## config.mk

```make
export PLATFORM = sky130hd
export DESIGN_NAME = lif_neuron_array
export DESIGN_NICKNAME = d
export VERILOG_FILES = /design/src/rtl/lif_pkg.sv /design/src/rtl/lif_channel.sv /design/src/rtl/lif_neuron_array.sv
export SDC_FILE = /design/constraint.sdc
export NUM_CORES = 1
export LEC_CHECK = 0
export BUFFER_PORTS_ARGS = -buffer_cell sky130_fd_sc_hd__buf_2
export CORE_MARGIN = 3
export CORE_UTILIZATION = 55
export DETAILED_ROUTE_END_ITERATION = 16
export GPL_ROUTABILITY_DRIVEN = 0
export PLACE_DENSITY_LB_ADDON = 0.05
export SETUP_SLACK_MARGIN = 0.4
export SLEW_MARGIN = 40
export SYNTH_ARGS = -nofsm -noshare
export SYNTH_HDL_FRONTEND = slang
export SYNTH_SLANG_ARGS = --single-unit
```

## constraint.sdc

```tcl
create_clock -name clk -period 3.8 [get_ports clk]
set_input_delay 0.19 -clock clk [delete_from_list [all_inputs] [get_ports clk]]
set_output_delay 0.19 -clock clk [all_outputs]
set_load 0.01 [all_outputs]
```

## src/rtl/lif_pkg.sv

```systemverilog
// rtl/lif_pkg.sv - shared defaults and arithmetic helpers for the LIF neuron array
//
// Purpose: parameter defaults for lif_neuron_array / lif_channel and the
// saturating adder used by every channel.
// Ports: none (package).
package lif_pkg;

  localparam int N_CH_DEF          = 4;
  localparam int IW_DEF            = 6;
  localparam int W_DEF             = 8;
  localparam int LEAK_SHIFT_DEF    = 1;
  localparam int THR_RESET_DEF     = 32;
  localparam int REFRACT_STEPS_DEF = 2;

  // Adds two unsigned operands with one guard bit and clamps the result to
  // the largest value representable in w bits (w <= 32).
  function automatic logic [31:0] sat_add(input logic [31:0] a,
                                          input logic [31:0] b,
                                          input int unsigned w);
    logic [32:0] s;
    logic [32:0] max_val;
    s       = {1'b0, a} + {1'b0, b};
    max_val = (33'd1 << w) - 33'd1;
    return (s > max_val) ? max_val[31:0] : s[31:0];
  endfunction

endpackage

```

## src/rtl/lif_channel.sv

```systemverilog
// rtl/lif_channel.sv - one leaky integrate-and-fire neuron channel
//
// Purpose: integrates its input current with leak, fires when the saturated
// sum reaches the shared threshold. Optional refractory period when
// LIF_NEURON_ARRAY_REFRACTORY_EN is defined.
// Ports:
//   clk, rst_n   - clock, asynchronous active-low reset
//   ena          - step strobe
//   current      - input current (IW bits, unsigned)
//   threshold    - shared firing threshold (W bits)
//   state        - registered membrane state
//   spike        - registered spike flag from the last step
//   spike_next   - spike value that the current step will register
module lif_channel
  import lif_pkg::*;
#(
  parameter int IW            = IW_DEF,
  parameter int W             = W_DEF,
  parameter int LEAK_SHIFT    = LEAK_SHIFT_DEF,
  parameter int REFRACT_STEPS = REFRACT_STEPS_DEF
) (
  input  logic          clk,
  input  logic          rst_n,
  input  logic          ena,
  input  logic [IW-1:0] current,
  input  logic [W-1:0]  threshold,
  output logic [W-1:0]  state,
  output logic          spike,
  output logic          spike_next
);

  logic [W-1:0] leaked;
  logic [W-1:0] sum;
  logic         fire;

  assign leaked = state >> LEAK_SHIFT;
  assign sum    = W'(sat_add(32'(current), 32'(leaked), W));
  assign fire   = (sum >= threshold);

`ifdef LIF_NEURON_ARRAY_REFRACTORY_EN
  logic [3:0] refr_cnt;
  logic       blocked;

  assign blocked    = (refr_cnt != 4'd0);
  assign spike_next = fire & ~blocked;

  always_ff @(posedge clk or negedge rst_n) begin
    if (!rst_n) begin
      state    <= '0;
      spike    <= 1'b0;
      refr_cnt <= 4'd0;
    end else if (ena) begin
      if (blocked) begin
        // Refractory: input is ignored and the membrane is clamped at rest.
        refr_cnt <= refr_cnt - 4'd1;
        state    <= '0;
        spike    <= 1'b0;
      end else if (fire) begin
        refr_cnt <= 4'(REFRACT_STEPS);
        state    <= '0;
        spike    <= 1'b1;
      end else begin
        state    <= sum;
        spike    <= 1'b0;
      end
    end
  end
`else
  assign spike_next = fire;

  always_ff @(posedge clk or negedge rst_n) begin
    if (!rst_n) begin
      state <= '0;
      spike <= 1'b0;
    end else if (ena) begin
      state <= fire ? '0 : sum;
      spike <= fire;
    end
  end
`endif

endmodule

```

## src/rtl/lif_neuron_array.sv

```systemverilog
// rtl/lif_neuron_array.sv - array of independent LIF neurons with shared threshold
//
// Purpose: N_CH leaky integrate-and-fire channels stepped by ena, sharing one
// programmable threshold. Optional feature macro: LIF_NEURON_ARRAY_REFRACTORY_EN.
// Ports:
//   clk, rst_n   - clock, asynchronous active-low reset
//   ena          - step strobe, one neuron time step per cycle high
//   in_current   - channel i current at [i*IW +: IW]
//   cfg_thr_we   - threshold write enable
//   cfg_thr      - new threshold value
//   threshold    - active threshold
//   state        - channel i membrane state at [i*W +: W]
//   spike        - per-channel spike flags from the last step
//   spike_any    - OR of spike, registered with it
module lif_neuron_array
  import lif_pkg::*;
#(
  parameter int N_CH          = N_CH_DEF,
  parameter int IW            = IW_DEF,
  parameter int W             = W_DEF,
  parameter int LEAK_SHIFT    = LEAK_SHIFT_DEF,
  parameter int THR_RESET     = THR_RESET_DEF,
  parameter int REFRACT_STEPS = REFRACT_STEPS_DEF
) (
  input  logic              clk,
  input  logic              rst_n,
  input  logic              ena,
  input  logic [N_CH*IW-1:0] in_current,
  input  logic              cfg_thr_we,
  input  logic [W-1:0]      cfg_thr,
  output logic [W-1:0]      threshold,
  output logic [N_CH*W-1:0] state,
  output logic [N_CH-1:0]   spike,
  output logic              spike_any
);

  logic [N_CH-1:0] spike_next;

  // A write in a step cycle lands at the edge, so that step still sees
  // the old threshold.
  always_ff @(posedge clk or negedge rst_n) begin
    if (!rst_n) begin
      threshold <= W'(THR_RESET);
    end else if (cfg_thr_we) begin
      threshold <= cfg_thr;
    end
  end

  always_ff @(posedge clk or negedge rst_n) begin
    if (!rst_n) begin
      spike_any <= 1'b0;
    end else if (ena) begin
      spike_any <= |spike_next;
    end
  end

  for (genvar i = 0; i < N_CH; i++) begin : g_ch
    lif_channel #(
      .IW            (IW),
      .W             (W),
      .LEAK_SHIFT    (LEAK_SHIFT),
      .REFRACT_STEPS (REFRACT_STEPS)
    ) u_ch (
      .clk        (clk),
      .rst_n      (rst_n),
      .ena        (ena),
      .current    (in_current[i*IW +: IW]),
      .threshold  (threshold),
      .state      (state[i*W +: W]),
      .spike      (spike[i]),
      .spike_next (spike_next[i])
    );
  end

endmodule
```

==> metrics.cfg <==
[die]
dieWidth_um = 86.2
num_io_pins = 81
rows = 28
die_area_um2 = 7420
core_um2 = 6060
start_util_pct = 58.3
fp.dieH_um = 86.2

[clocking]
tritoncts = done
cts_buffers = 5
clk_pin_slew_ns = 0.09
clk_path_buf_depth = 2
clk_latency_ns = 0.31
htree_levels = 2
clock_sinks = 45
root_buffer = clkbuf_8

[final_layout]
nets = 529
syn2layout_area_growth_pct = 15.1
drive_gt1_share_pct = 25.6
fin_util_pct = 67.1
diodes = 0
stdcell_area_um2 = 4070

[routing]
routed_wl_um = 8100
vias_per_cell = 5.80
drt-pass1-iter-count = 4
first_iter_violations = 99
wire_per_inst_um = 15.9
route.antenna.remaining_nets = 0
num_vias = 2954
drcViolationCount = 0

[yosys]
ys_async_sr_fraction_pct = 100
synth_cell_types = 45
synth.most_common_cell = ha_1
syn_area_um2 = 3530
yosysTopAreaCell = dfrtp_1
synth_warnings = 0
synth-edff-count = 0
synthTopCellsByCount = ha_1 (56), dfrtp_1 (44), a21oi_1 (23)
synth_fp_nets = 457
synth_top_area_share_pct = 31.2
synth.avg_cell_area_um2 = 9.79
synthFlopType = dfrtp_1
synth.area.top_cells = dfrtp_1 (31%), ha_1 (20%), a21oi_1 (3.3%)
yosysSeqAreaShare_pct = 31.9
syn_inst = 361
synth_seq_cells = 45

[sta]
min_period_ns = 3.19
rsz0062_at_grt = false
fin_tns_setup_ns = 0
setup_ws_ns = 0.615
slew_viol_final = 0
worst_pin_slew_ns = 0.593
maxSlewHeadroom_pct = 60.5
fmax_ghz = 0.314
period_share_pct = 83.8
hold_viol = 0
fin_worst_skew_ns = 0.00521
setup_viol = 0

[pwr]
cellPowerDensity_nw_per_um2 = 807
peakVddDrop_mv = 0.451
p_leak_uw = 0.00209

[setup_path]
critPathMaxFanout = 4
startpoint_type = flop
path_cells = ha_1 > fa_1 > a21oi_2 > o211ai_1 > a21oi_1 > xnor2_1 > ha_1 > a21o_1 > a221oi_1 > o21a_2 > and2_1 > a41oi_1
worstSetupPathType = reg -> reg
worstSetupEndpointType = flop
cp.arrival_ns = 3.36
critPathMaxStageDelay_ns = 0.42
critical_path_required_ns = 3.98
crit_path_frequent_cell = ha_1
cpMaxStageDelayCell = fa_1

[place]
portBuffers = 80
hpwl_um = 6020
pre_cts_slack_ns = 0.515
placed_area_um2 = 3950

[worst_hold_path]
hold_path.class = in -> reg

[global_route]
grt_usage_pct = 23.4
use_met3_pct = 4.42
grt_max_degree = 57
grt_use_met2_pct = 38.3
antenna_found_initial = 0
grt_overflow_total = 0
busiest_layer = met2
use_met1_pct = 31.0
grt_pass1_vias = 2960
grt_pass1_wl_um = 13900

[job]
cap_violations = 0

[status]
status = finished, final reports clean

-- path summary, 6_finish.rpt --
check / cells after the start / startpoint / endpoint / slack, ns
hold / removal: 3 / cfg_thr[7] / threshold[7]$_DFFE_PN0P_ / 0.09
max in group asynchronous: 2 / rst_n / g_ch[1].u_ch.state[4]$_DFFE_PN0P_ / 2.97
hold reg to reg: 2 / g_ch[3].u_ch.state[0]$_DFFE_PN0P_ / g_ch[3].u_ch.state[0]$_DFFE_PN0P_ / 0.51
min in group asynchronous: 2 / rst_n / g_ch[2].u_ch.state[5]$_DFFE_PN0P_ / 0.42
setup reg to reg: 12 / g_ch[3].u_ch.state[1]$_DFFE_PN0P_ / spike_any$_DFFE_PN0P_ / 0.61
setup / recovery: 12 / g_ch[3].u_ch.state[1]$_DFFE_PN0P_ / spike_any$_DFFE_PN0P_ / 0.61
-- layer usage --
| metal | up-vias | routed length (um) |
|---|---|---|
| met5 | - | 0 |
| met4 | 0 | 134 |
| met3 | 16 | 450 |
| met2 | 86 | 3800 |
| met1 | 1388 | 3720 |
| li1 | 1464 | - |
-- power by group --
part | leakage (uW) | total (uW) | internal [uW] | switching (uW)
Combinational | 0.00148 | 2190 | 1030 | 1170
Clock | 0.0000439 | 308 | 127 | 180
Sequential | 0.000562 | 780 | 653 | 128
-- cell usage in the layout (no fill, tap or decap), drive strengths merged, types with 12 or more instances in the layout --
cell and count:
a211oi 12, nor2 16, nor2b 17, ha 56, a21oi 23, buf 83
a31o 12, a21o 12, dfrtp 44, inv 20, o21ai 25
-- final cells by class --
type | instances | area (um^2)
repair buffers | 84 | 435
clock buffers | 5 | 68.8
clock inverters | 3 | 17.5
multi-input cells | 277 | 2250
flip-flops and latches | 45 | 1130
well taps | 75 | 93.8
fillers | 514 | 1990
inverters | 20 | 75.1
-- cells by family (layout without fill, tap and decap cells) --
logic type | Yosys count | after routing | share of synthesized area (%)
DFF | 45 | 45 | 31.9
and+or+nand+nor | 76 | 76 | 11.5
AOI/OAI and AO/OA | 128 | 128 | 26.4
buffers and inverters | 39 | 112 | 4.74
adders and majority gates | 60 | 60 | 22.1
muxes | 1 | 1 | 0.319
xor gates and xnor gates | 12 | 12 | 2.97
-- worst max-delay path, delay by kind of cell (launching register included) --
kind	cells	cell delay, ns
AO/OA/AOI/OAI	7	1.32
adder cells (fa/ha/maj)	3	0.94
XOR/XNOR	1	0.17
flip-flops	1	0.41
AND/OR/NAND/NOR	1	0.21
-- per-stage QoR --
step,hold slack [ns],power (uW),std cells
after detailed placement,0.246,2930,498
after global placement,0.398,2860,498
after global routing,0.0954,3630,509
after CTS,0.0879,3260,507
final,0.0920,3280,509
after floorplan,-0.106,2440,361
-- repair_timing --
action                                  4_1_cts  5_1_grt
hold endpoints to repair                     44        0
endpoints found under the setup margin        0        4
gates resized for setup                       0        4
hold buffers                                  1        0
buffers inserted                              0        2
-- flip-flops by register name, summed over array words and instances (netlist names) --
| name | flops |
|---|---|
| g_ch.u_ch.state | 32 |
| threshold | 8 |
| g_ch.u_ch.spike | 4 |
| spike_any | 1 |
(Power assumes the default switching activity.)
